===== config.mk =====
export PLATFORM = sky130hd
export DESIGN_NAME = regfile_wb_arbiter
export DESIGN_NICKNAME = d
export VERILOG_FILES = /design/src/rtl/regfile_pkg.sv /design/src/rtl/regfile_wb_arbiter_rr.sv /design/src/rtl/regfile_wb_arbiter.sv
export SDC_FILE = /design/constraint.sdc
export NUM_CORES = 1
export LEC_CHECK = 0
export BUFFER_PORTS_ARGS = -buffer_cell sky130_fd_sc_hd__buf_4
export CAP_MARGIN = 20
export CORE_AREA = 2 2 75 92
export DETAILED_ROUTE_END_ITERATION = 6
export DIE_AREA = 0 0 77 94
export PLACE_DENSITY = 0.86
export SYNTH_ARGS = -nofsm -noshare
export SYNTH_HDL_FRONTEND = slang
export SYNTH_HIERARCHICAL = 1
export SYNTH_SLANG_ARGS = --single-unit

===== constraint.sdc =====
create_clock -name clk -period 1.9 [get_ports clk]
set_input_delay 0.38 -clock clk [delete_from_list [all_inputs] [get_ports clk]]
set_output_delay 0.38 -clock clk [all_outputs]
set_load 0.01 [all_outputs]

===== src/rtl/regfile_pkg.sv =====
// Shared types and constants for the register-file writeback path.
// Pure declarations: no logic, no latency, no flow control.
package regfile_pkg;

    localparam int DATA_W = 32;
    localparam int ADDR_W = 4;
    localparam logic [3:0] REG_PC = 4'hF;

    typedef struct packed {
        logic [ADDR_W-1:0] addr;
        logic [DATA_W-1:0] data;
    } wb_req_t;

    // Index that follows idx in a ring of n slots.
    function automatic int next_idx(input int idx, input int n);
        return (idx >= n - 1) ? 0 : idx + 1;
    endfunction

endpackage


===== src/rtl/regfile_wb_arbiter_rr.sv =====
// Round-robin picker: first set request at or after ptr, scanning upward with wrap.
// Purely combinational, zero latency; no backpressure of its own.
module rr_arbiter #(
    parameter int N  = 2,
    parameter int IW = (N > 1) ? $clog2(N) : 1
) (
    input  logic [N-1:0]  req,
    input  logic [IW-1:0] ptr,
    output logic [N-1:0]  grant,
    output logic [IW-1:0] grant_idx,
    output logic          any
);

    logic [IW-1:0] cand;

    always_comb begin
        grant     = '0;
        grant_idx = '0;
        any       = 1'b0;
        cand      = '0;
        for (int k = 0; k < N; k++) begin
            cand = IW'((int'(ptr) + k) % N);
            if (!any && req[cand]) begin
                any         = 1'b1;
                grant[cand] = 1'b1;
                grant_idx   = cand;
            end
        end
    end

endmodule


===== src/rtl/regfile_wb_arbiter.sv =====
// Shares the register file write port among NUM_REQ writeback sources; r15 goes to a PC strobe.
// One cycle accept-to-commit; a stalled full stage deasserts every req_ready.
module regfile_wb_arbiter #(
    parameter int NUM_REQ = 2,
    parameter int DATA_W  = regfile_pkg::DATA_W,
    parameter int ADDR_W  = regfile_pkg::ADDR_W
) (
    input  logic                        clk,
    input  logic                        reset,
    input  logic [NUM_REQ-1:0]          req_valid,
    input  logic [NUM_REQ*ADDR_W-1:0]   req_addr,
    input  logic [NUM_REQ*DATA_W-1:0]   req_data,
    output logic [NUM_REQ-1:0]          req_ready,
    input  logic                        stall,
    output logic                        write_enable3,
    output logic [ADDR_W-1:0]           write_reg_addr3,
    output logic [DATA_W-1:0]           write_data3,
    output logic                        pc_write_enable,
    output logic [DATA_W-1:0]           pc_write_data,
    input  logic [ADDR_W-1:0]           fwd_addr,
    output logic                        fwd_hit,
    output logic [DATA_W-1:0]           fwd_data
);
    import regfile_pkg::*;

    localparam int IW = (NUM_REQ > 1) ? $clog2(NUM_REQ) : 1;

    typedef struct packed {
        logic [ADDR_W-1:0] addr;
        logic [DATA_W-1:0] data;
    } stage_t;

    logic                out_valid;
    stage_t              out_stage;
    logic [IW-1:0]       rr_ptr;

    logic [NUM_REQ-1:0]  grant;
    logic [IW-1:0]       grant_idx;
    logic                grant_any;
    logic                can_load;
    logic                xfer;
    logic                commit;
    logic                is_pc;
    stage_t              cand [NUM_REQ];

    for (genvar g = 0; g < NUM_REQ; g++) begin : g_unpack
        assign cand[g].addr = req_addr[g*ADDR_W +: ADDR_W];
        assign cand[g].data = req_data[g*DATA_W +: DATA_W];
    end

    rr_arbiter #(
        .N  (NUM_REQ),
        .IW (IW)
    ) u_rr (
        .req       (req_valid),
        .ptr       (rr_ptr),
        .grant     (grant),
        .grant_idx (grant_idx),
        .any       (grant_any)
    );

    // An empty stage may load even while stalled; a full one only when it drains.
    assign can_load  = !out_valid || !stall;
    assign req_ready = grant & {NUM_REQ{can_load && reset}};
    assign xfer      = grant_any && can_load && reset;

    always_ff @(posedge clk) begin
        if (!reset) begin
            out_valid <= 1'b0;
            out_stage <= '0;
            rr_ptr    <= '0;
        end else if (xfer) begin
            out_valid <= 1'b1;
            out_stage <= cand[grant_idx];
            rr_ptr    <= IW'(next_idx(int'(grant_idx), NUM_REQ));
        end else if (!stall) begin
            out_valid <= 1'b0;
        end
    end

    // Gating with reset keeps a write pending at reset time from reaching the register file.
    assign commit          = out_valid && !stall && reset;
    assign is_pc           = (out_stage.addr == ADDR_W'(REG_PC));
    assign write_enable3   = commit && !is_pc;
    assign pc_write_enable = commit && is_pc;
    assign write_reg_addr3 = out_stage.addr;
    assign write_data3     = out_stage.data;
    assign pc_write_data   = out_stage.data;

    assign fwd_hit  = out_valid && reset && (out_stage.addr == fwd_addr);
    assign fwd_data = fwd_hit ? out_stage.data : '0;

endmodule


==> Flow_metrics.wiki <==
{| class="wikitable"
! Metric !! Value
|-
| Standard cell area after detailed placement || around 3800 µm²
|-
| Weighted congestion reported at the end of routability-driven placement || ~0.74
|-
| DR WL/cell || 16.22 µm
|-
| Worst path top cell family by delay || flip-flops
|-
| Worst hold path depth || 3
|-
| Category of the critical setup timing path || flop to primary output
|-
| Post-route standard cell area excluding fillers || a little over 4000 µm²
|-
| Wire length of the first global-routing pass || approximately 13 mm
|-
| Worst clock skew || around 0.0026 ns
|-
| CP max stage delay || 0.37 ns
|-
| Net switching power of the design || 0.7342 mW
|-
| Final max-slew violation count || 0
|-
| Worst relative slew slack || 0.7290
|-
| Net count reported at finish || roughly 530
|-
| Max Buffers Root-to-Sink || 2
|-
| Initial DRT Pass Iterations || 4
|-
| CORE AREA || 6326 µm²
|-
| # H-tree levels || 2
|-
| N_diodes || 0
|-
| Count of distinct cell types in the synthesized netlist || 22
|-
| CP Max Fanout || 8
|-
| Fill cell total of the finished layout || 562
|-
| Pint || 1.622 mW
|-
| Area of the mapped netlist || 2527 µm²
|-
| Signed area change from the synthesized netlist to the final layout || 61.09%
|-
| Routed vias || around 2,800
|-
| Max-cap viol count || 0
|-
| Number of antenna violations at the first check in global routing || 0
|-
| Final critical-path required period || 1.847 ns
|-
| Detail Route Antenna Nets || 0
|-
| Run status || finished, final reports clean
|-
| Root buffer selected by CTS || clkbuf_8
|-
| Net switching share of the total power || 0.3116
|-
| Worst r2r path cells || 6
|-
| Pin count of the biggest net entering global routing || 39
|-
| Slowest cell on the critical path || dfxtp_4
|-
| Post-placement cell count || slightly above 500
|-
| Comb pwr share || 0.357
|-
| Crit path depth || 5
|-
| Multi-input combinational cell area || 1461 µm²
|-
| Number of remaining DRC errors || 0
|-
| Sequential-to-total area share from yosys stat || 0.3010
|-
| Highest achievable clock rate || 541.6 MHz
|-
| Initial Util || 0.3995
|-
| HPWL after detailed placement || 6.358 mm
|-
| Total congestion overflow || 0
|-
| HP Class || input port to flop
|-
| Number of nets in the synthesized netlist || around 380
|-
| Clock power share || 0.240
|-
| Setup TNS || 0 ns
|-
| Final routed wirelength across all metal layers || ~8.6 mm
|-
| Power density over the cells || between 500 and 600 nW/µm²
|-
| Proportion of layout cells with a drive suffix above 1 || 0.5169
|-
| Final-layout worst hold slack || 0.4165 ns
|-
| Final-report hold violation count || 0
|-
| Largest vdd supply drop || 0.0003144 V
|-
| Leak || 2.206 nW
|-
| Total power || 2.356 mW
|-
| DIE HEIGHT || 94 µm
|-
| Clock transition at the register clock pins on the worst setup and hold paths after CTS || 0.07 ns
|-
| Worst Max-Slew Pin Slew || 0.4066 ns
|-
| Num rows || 32
|-
| Count of input and output buffers || 185
|-
| Sequential cell fraction of total power || 0.403
|-
| Ordered list of cells on the worst path || xnor2_4, nand3_4, buf_8, nor2_2, buf_4
|-
| Final-report setup violation count || 0
|-
| Die footprint || 7238 µm²
|-
| Detailed Route Iter0 Violations || 90
|-
| Via count of the first global-routing pass || 2,752
|-
| Synthesized flop and latch total || 38
|-
| Type of element launching the critical path || flop
|-
| Total CTS buffers || 5
|-
| Crit. End Element || primary output
|-
| TritonCTS Sinks || 38
|-
| Vias/cell || 5.336
|-
| Critical path data required time || 1.52 ns
|-
| Worst skew pair latency || 0.28 ns
|-
| Portion of the clock cycle consumed by the worst path in the final layout || 0.9719
|-
| Count of synthesis-stage warnings from yosys || 6
|-
| TritonCTS clock tree || yes
|-
| Sequential cell area || 774.5 µm²
|-
| DIE WIDTH || 77 µm
|-
| CP Buf/Inv Count || 2
|-
| Average footprint of a synthesized cell || 8.539 µm²
|-
| CP arrival || around 1.5 ns
|-
| Number of instances in the synthesized netlist || between 200 and 300
|-
| Overall global routing resource usage || 0.2172
|-
| Layout Cells excl Fill || 530
|-
| Number of top-level pins || 186
|}
[power by group through the flow]
stage / logic [mW] / registers [mW] / clock network (mW)
CTS: 0.773 / 0.943 / 0.593
floorplan: 0.416 / 0.969 / 0
finish: 0.841 / 0.949 / 0.566
detailed placement: 0.763 / 0.960 / 0
global placement: 0.743 / 0.955 / 0
global route: 0.895 / 0.960 / 0.624
[through the flow]
stage	worst slack, ns	util
floorplan	0.4392	-
global placement	0.1956	0.5941
detailed placement	0.1128	0.5941
CTS	-0.005786	0.6125
global route	-0.003449	0.6436
finish	0.05348	0.6436
[placed cells by master, fill, tap and decap left out, types with 2 or more instances in the layout]
master	instances
buf_12	3
xnor2_4	4
dfxtp_4	3
buf_4	192
dfxtp_1	33
a21boi_4	2
nor2_2	8
buf_8	2
and2_1	4
nand3_1	67
mux2i_1	36
o211a_1	37
dfxtp_2	2
a21boi_0	2
buf_6	4
inv_1	3
nor3_1	2
clkbuf_8	6
clkbuf_16	2
nor2_1	23
[kinds of logic (layout without fill, tap and decap cells)]
| kind of cell | after synthesis | after routing | synth area share |
|---|---|---|---|
| AOI/OAI and AO/OA | 42 | 42 | 0.1619 |
| DFF | 38 | 38 | 0.3010 |
| and+or+nand+nor | 111 | 111 | 0.2099 |
| buffers and inverters | 65 | 214 | 0.1708 |
| muxes | 36 | 36 | 0.1426 |
| xor gates and xnor gates | 4 | 4 | 0.01386 |
[synth_stat cells, drive strengths merged]
cell / number / share of area
nand4: 1 / 0.0025
xnor2: 4 / 0.014
nor2b: 1 / 0.0025
and3b: 1 / 0.0035
nor3: 2 / 0.0040
o211a: 37 / 0.15
dfxtp: 38 / 0.30
and2: 4 / 0.0099
nand2: 1 / 0.0015
mux2i: 36 / 0.14
clkbuf: 8 / 0.012
inv: 3 / 0.0045
nor3b: 1 / 0.0030
or2: 1 / 0.0025
a21oi: 1 / 0.0020
a21boi: 4 / 0.013
nor2: 31 / 0.046
nand3: 68 / 0.13
buf: 54 / 0.15
[layer usage]
layer	vias to the layer above	routed length (µm)	track usage
li1	1315	-	-
met1	1370	3174	0.2304
met2	129	4749	0.4189
met3	14	507	0.03846
met4	0	167	0.09226
met5	-	0	0
[tightest hold or removal path, cell delays in order]
cell and delay (ns):
buf_4 0.12, a21oi_1 0.07, nor2b_1 0.10
[area by class of cell]
type                            count  share of cell area
Sequential cell                    38              0.1902
Inverter                            3            0.002766
Clock inverter                      1            0.001229
Clock buffer                        7             0.02120
Multi-Input combinational cell    193              0.3589
Tap cell                           85             0.02612
Timing Repair Buffer              203              0.3995
[final timing paths]
kind / end / slack (ns) / startpoint
setup / recovery: fwd_data[15] / 0.05 / write_reg_addr3[0]
hold reg to reg: rr_ptr / 0.55 / rr_ptr
setup reg to reg: pc_write_data[31] / 0.41 / rr_ptr
hold / removal: out_valid / 0.42 / stall
[timing repair]
action | CTS | global route
endpoints found under the setup margin | 33 | 34
hold endpoints to repair | 0 | 0
gates resized for setup | 9 | 24
setup buffers | 0 | 2
pin swaps | 1 | 4
hold buffers | 0 | 0
cloned | 0 | 2
[registers in the layout, indices dropped and copies added (netlist names)]
signal	flops
rr_ptr	1
out_valid	1
pc_write_data	32
write_reg_addr3	4
No activity file was read; power rests on OpenSTA's default activity.
